`config.mk`:
```
export PLATFORM = sky130hd
export DESIGN_NAME = btn_event_ctrl
export DESIGN_NICKNAME = d
export VERILOG_FILES = /design/src/rtl/btn_event_ctrl.sv
export SDC_FILE = /design/constraint.sdc
export NUM_CORES = 1
export LEC_CHECK = 0
export CAP_MARGIN = 10
export CORE_MARGIN = 10
export CORE_UTILIZATION = 55
export DETAILED_ROUTE_END_ITERATION = 10
export GPL_TIMING_DRIVEN = 0
export PLACE_DENSITY = 0.78
export SYNTH_ARGS = -nofsm -noshare
export SYNTH_HDL_FRONTEND = slang
export SYNTH_SLANG_ARGS = --single-unit
```
`constraint.sdc`:
```
create_clock -name clk -period 2.9 [get_ports clk]
set_input_delay 0.87 -clock clk [delete_from_list [all_inputs] [get_ports clk]]
set_output_delay 0.87 -clock clk [all_outputs]
set_load 0.05 [all_outputs]
```
`src/rtl/btn_event_ctrl.sv`:
```
// Button event sequencer: PRESS / HOLD / REPEAT / RELEASE from debounced levels, one shared timer.
// Optional macro BTN_EVT_REPEAT_EN enables auto-repeat; otherwise the FSM parks after HOLD until release.
module btn_event_ctrl #(
  parameter int N_BTN         = 4,
  parameter int IDX_W         = $clog2(N_BTN),
  parameter int HOLD_CYCLES   = 1000,
  parameter int REPEAT_CYCLES = 250,
  parameter int CNT_W         = 16
) (
  input  logic             clk,
  input  logic             reset_n,
  input  logic [N_BTN-1:0] btn_state,
  output logic             evt_valid,
  input  logic             evt_ready,
  output logic [1:0]       evt_code,
  output logic [IDX_W-1:0] evt_btn,
  output logic             busy,
  output logic             overflow,
  input  logic             clr_overflow,
  output logic [1:0]       dbg_state
);

  // Handshake: an event transfers on a rising clk edge where evt_valid && evt_ready; while
  // evt_valid is high and evt_ready is low, evt_code/evt_btn hold their value.

  typedef enum logic [1:0] {
    S_IDLE      = 2'd0,
    S_HOLD_WAIT = 2'd1,
    S_REPEAT    = 2'd2
  } state_t;

  localparam logic [1:0] EVT_PRESS   = 2'd0;
  localparam logic [1:0] EVT_HOLD    = 2'd1;
  localparam logic [1:0] EVT_REPEAT  = 2'd2;
  localparam logic [1:0] EVT_RELEASE = 2'd3;

  localparam logic [CNT_W-1:0] HOLD_LAST = CNT_W'(HOLD_CYCLES - 1);
`ifdef BTN_EVT_REPEAT_EN
  localparam logic [CNT_W-1:0] REPEAT_LAST = CNT_W'(REPEAT_CYCLES - 1);
`else
  logic unused_repeat_cfg;
  assign unused_repeat_cfg = (REPEAT_CYCLES > 0);
`endif

  state_t           state_q, state_d;
  logic [CNT_W-1:0] timer_q, timer_d;
  logic [IDX_W-1:0] owner_q, owner_d;
  logic [IDX_W-1:0] low_idx;
  logic             owner_pressed;
  logic             emit;
  logic [1:0]       emit_code;
  logic             load;

  always_comb begin
    low_idx = '0;
    for (int i = N_BTN - 1; i >= 0; i--) begin
      if (btn_state[i]) low_idx = IDX_W'(i);
    end
  end

  assign owner_pressed = btn_state[owner_q];

  always_ff @(posedge clk or negedge reset_n) begin
    if (!reset_n) begin
      state_q <= S_IDLE;
      timer_q <= '0;
      owner_q <= '0;
    end else begin
      state_q <= state_d;
      timer_q <= timer_d;
      owner_q <= owner_d;
    end
  end

  always_comb begin
    state_d   = state_q;
    timer_d   = timer_q;
    owner_d   = owner_q;
    emit      = 1'b0;
    emit_code = EVT_PRESS;
    case (state_q)
      S_IDLE: begin
        if (|btn_state) begin
          owner_d   = low_idx;
          timer_d   = '0;
          emit      = 1'b1;
          emit_code = EVT_PRESS;
          state_d   = S_HOLD_WAIT;
        end
      end
      S_HOLD_WAIT: begin
        // Release is checked first so it beats a same-cycle timer expiry.
        if (!owner_pressed) begin
          emit      = 1'b1;
          emit_code = EVT_RELEASE;
          state_d   = S_IDLE;
        end else if (timer_q == HOLD_LAST) begin
          emit      = 1'b1;
          emit_code = EVT_HOLD;
          timer_d   = '0;
          state_d   = S_REPEAT;
        end else begin
          timer_d = timer_q + CNT_W'(1);
        end
      end
      S_REPEAT: begin
        if (!owner_pressed) begin
          emit      = 1'b1;
          emit_code = EVT_RELEASE;
          state_d   = S_IDLE;
`ifdef BTN_EVT_REPEAT_EN
        end else if (timer_q == REPEAT_LAST) begin
          emit      = 1'b1;
          emit_code = EVT_REPEAT;
          timer_d   = '0;
        end else begin
          timer_d = timer_q + CNT_W'(1);
        end
`else
        end else begin
          timer_d = '0;
        end
`endif
      end
      default: state_d = S_IDLE;
    endcase
  end

  // The FSM never waits for the consumer; an event that finds the buffer full is dropped.
  assign load = emit && (!evt_valid || evt_ready);

  always_ff @(posedge clk or negedge reset_n) begin
    if (!reset_n) begin
      evt_valid <= 1'b0;
      evt_code  <= 2'd0;
      evt_btn   <= '0;
      overflow  <= 1'b0;
    end else begin
      if (load) begin
        evt_valid <= 1'b1;
        evt_code  <= emit_code;
        evt_btn   <= owner_d;
      end else if (evt_valid && evt_ready) begin
        evt_valid <= 1'b0;
      end
      if (emit && !load) begin
        overflow <= 1'b1;
      end else if (clr_overflow) begin
        overflow <= 1'b0;
      end
    end
  end

  assign busy      = (state_q != S_IDLE);
  assign dbg_state = state_q;

endmodule
```
==> run_results.csv <==
group,metric,value,unit
outcome,outcome,"finished clean",
placed_design,dp_hpwl,2.69,mm
sta,skew,4.70,ps
drt,drt-wirelength-per-cell,16.8,um
clocking,cts_root_buf,"clkbuf_4",
worst_setup_path,path_class,"register to output pin",
logic_synthesis,synth_seq_cells,26,
worst_setup_path,cp_common_cell,"inv_1",
power_and_ir_drop,p_sw,725,uW
clocking,clk_latency,320,ps
logic_synthesis,async_flop_share,100,%
worst_setup_path,cpPeakStageDelay,560,ps
drt,drt-total-wl,3.57,mm
power_and_ir_drop,p_int,823,uW
sta,finalSetupViolCount,0,
sta,setup_tns,0,ps
worst_setup_path,critPathArrivalTime,1920,ps
worst_setup_path,required,2030,ps
sta,finalCritPeriodShare,96.2,%
final_layout,syn2layout_area_growth,16.9,%
logic_synthesis,synth_fp_nets,173,
drt,dr.pass1.iters,4,
power_and_ir_drop,irDropWorstVdd,0.883,mV
global_route,grt_overflow,0,
clocking,cts_tree,"built",
logic_synthesis,synth.cell_area,1550,sq um
placed_design,port_buffers,16,
die,fp.coreArea,2730,sq um
clocking,numClockSinks,26,
clocking,clk_pin_slew,140,ps
worst_setup_path,worstPathCellList,"inv_1 -> ha_1 -> inv_1 -> dlygate4sd2_1",
die,io_pins,17,
die,fp.dieH,73.0,um
worst_setup_path,cpMaxStageDelayCell,"dlygate4sd2_1",
global_route,grt_pass1_wl,6.21,mm
worst_setup_path,r2r_start,"timer_q[3]",
drt,num_vias,1335,
power_and_ir_drop,p_leak,0.755,nW
logic_synthesis,yosysTopAreaCell,"dfrtp_1",
logic_synthesis,ys.warnings.count,0,
global_route,first_global_vias,1374,
clocking,h-tree-depth,1,
clocking,cts_made_buffers,3,
logic_synthesis,synth.area.top_cells,"dfrtp_1, ha_1, o21ai_1",
clocking,clk_path_buf_depth,2,
run,max-cap-violations,0,
worst_setup_path,crit_start,"dbg_state[1]",
global_route,track_usage,14.2,%
global_route,grt_start_max_net_pins,27,
global_route,antenna_found_initial,0,
worst_setup_path,cp-start-kind,"register",
die,die-area,5340,sq um
logic_synthesis,synth.top_cell.area_share,42.0,%
logic_synthesis,synth_area_per_cell,9.67,sq um
logic_synthesis,synth_edf_count,0,
sta,fmax,0.358,GHz
sta,timing.hold.ws,498,ps
final_layout,final_nets,195,
power_and_ir_drop,power.share.clock,12.0,%
drt,ant_nets,0,
final_layout,final_layout_size_suffix_gt1_share,9.94,%
min_path,hold_path.class,"register to register",
power_and_ir_drop,combPwrFrac,55.8,%
power_and_ir_drop,p_seq_share,32.2,%
drt,drt_iter0_markers,144,
die,rows,19,
worst_setup_path,critPathMaxFanout,6,
min_path,min-delay-start,"timer_q[15]",
logic_synthesis,syn-instance-count,160,
drt,drc,0,
clocking,post_cts_buffers,0,
clocking,cts.hold.buffers_added,0,
sta,rsz0062_at_grt,"no",
logic_synthesis,synth-main-ff-cell,"dfrtp_1",
power_and_ir_drop,switching_share,46.8,%
worst_setup_path,crit_path_end_kind,"output pin",
die,start_util,56.6,%
power_and_ir_drop,p_per_area,856,nW/um^2
drt,via_per_inst,6.30,
die,die_w,73.0,um
sta,worstMarginPinSlew,636,ps
sta,hold_viol_final,0,
logic_synthesis,ys_types,47,
sta,relSlewSlack,57.4,%
sta,finalCriticalPeriod,2790,ps
placed_design,gp_congestion,0.873,
logic_synthesis,synth_seq_area_share,42.0,%
final_layout,n_antenna_cell,0,
sta,drv_slew,0,
## power groups by stage
stage / Combinational [mW] / Sequential, mW / Clock (mW)
2_1_floorplan: 0.467 / 0.648 / 0
3_3_place_gp: 0.841 / 0.502 / 0
3_5_place_dp: 0.861 / 0.507 / 0
4_1_cts: 0.858 / 0.498 / 0.190
5_1_grt: 0.935 / 0.511 / 0.202
6_report: 0.864 / 0.499 / 0.185
## placed cells by master, fill, tap and decap left out, types with 3 or more instances in the layout
master and n:
mux2i_1 3, nand2_1 8, nor2_1 12, ha_1 5
dfrtp_1 26, nor4_1 3, a22o_1 5, clkdlybuf4s50_1 15
inv_1 11, nand4_1 4, o21a_1 3, o21ai_1 11
or3_1 4, a21oi_1 8, clkbuf_4 3, and3_1 6
o31ai_1 4, nand3_1 10
## area by class of cell
cell class | instances | area (sq um)
repair buffers | 17 | 186
well taps | 31 | 38.8
fillers | 231 | 925
multi-input cells | 121 | 847
clock buffers | 4 | 36.3
plain buffers | 2 | 8.76
inverters | 11 | 41.3
flip-flops and latches | 26 | 651
## registers in the layout (all words and copies together), names as in the netlist
name and cells:
evt_valid 1, dbg_state 2, overflow 1, timer_q 16, evt_code 2, evt_btn 2, owner_q 2
## layer usage
metal	global-route usage (%)	part of all wire, %	routed length [um]
met1	17.7	44	1570
met2	22.3	48	1710
met3	2.86	6.9	245
met4	7.17	1.3	45
met5	0	0	0
## metrics by stage
step                cells  total power [mW]  setup WS, ps  util (%)  area [sq um]
floorplan             160              1.12           485         -          1550
global placement      207              1.34          -184      63.9          1750
detailed placement    207              1.37          -209      63.9          1750
CTS                   211              1.55           112      65.2          1780
global route          212              1.65          14.8      66.2          1810
finish                212              1.55           110      66.2          1810
## cells in the mapped netlist, types with 2 or more instances
master / instances
nor2_1: 12
nand4_1: 4
a22o_1: 5
nand2_1: 8
o31ai_1: 4
a21oi_1: 8
inv_1: 11
o21a_1: 3
nand3_1: 10
or4_1: 2
or3_1: 4
nand2b_1: 2
o21ai_1: 11
ha_1: 5
dfrtp_1: 26
nor3_1: 2
o21ai_0: 2
o32ai_1: 2
mux2i_1: 3
nor4_1: 3
mux2_1: 2
and3_1: 6
## kinds of logic (layout without fill, tap and decap cells)
family | count (synthesis) | count (layout) | share of synthesized area, %
buffers and inverters | 13 | 34 | 3.23
adder cells (fa/ha/maj) | 5 | 5 | 4.04
flip-flops | 26 | 26 | 42.0
AND/OR/NAND/NOR | 65 | 65 | 25.9
AO/OA/AOI/OAI | 45 | 45 | 19.9
multiplexers | 6 | 6 | 4.85
## critical path, delay by kind of cell, from the launching register on
family | cells | cell delay (ps)
flops | 1 | 480
buf+inv | 3 | 860
fa+ha+maj | 1 | 260
## worst paths after layout
check	depth (start not counted)	slack [ps]	end
min in group asynchronous	1	880	timer_q[10]
worst max register to register	5	480	evt_btn[1]
max in group asynchronous	2	1550	evt_code[1]
worst min-delay path	1	500	timer_q[15]
worst max-delay path	4	110	busy
worst min register to register	1	500	timer_q[15]
## what timing repair did
item / CTS / global route
hold endpoints to repair: 0 / 0
gates resized for setup: 1 / 0
endpoints found under the setup margin: 1 / 0
Power figures use the tool's default switching activity.
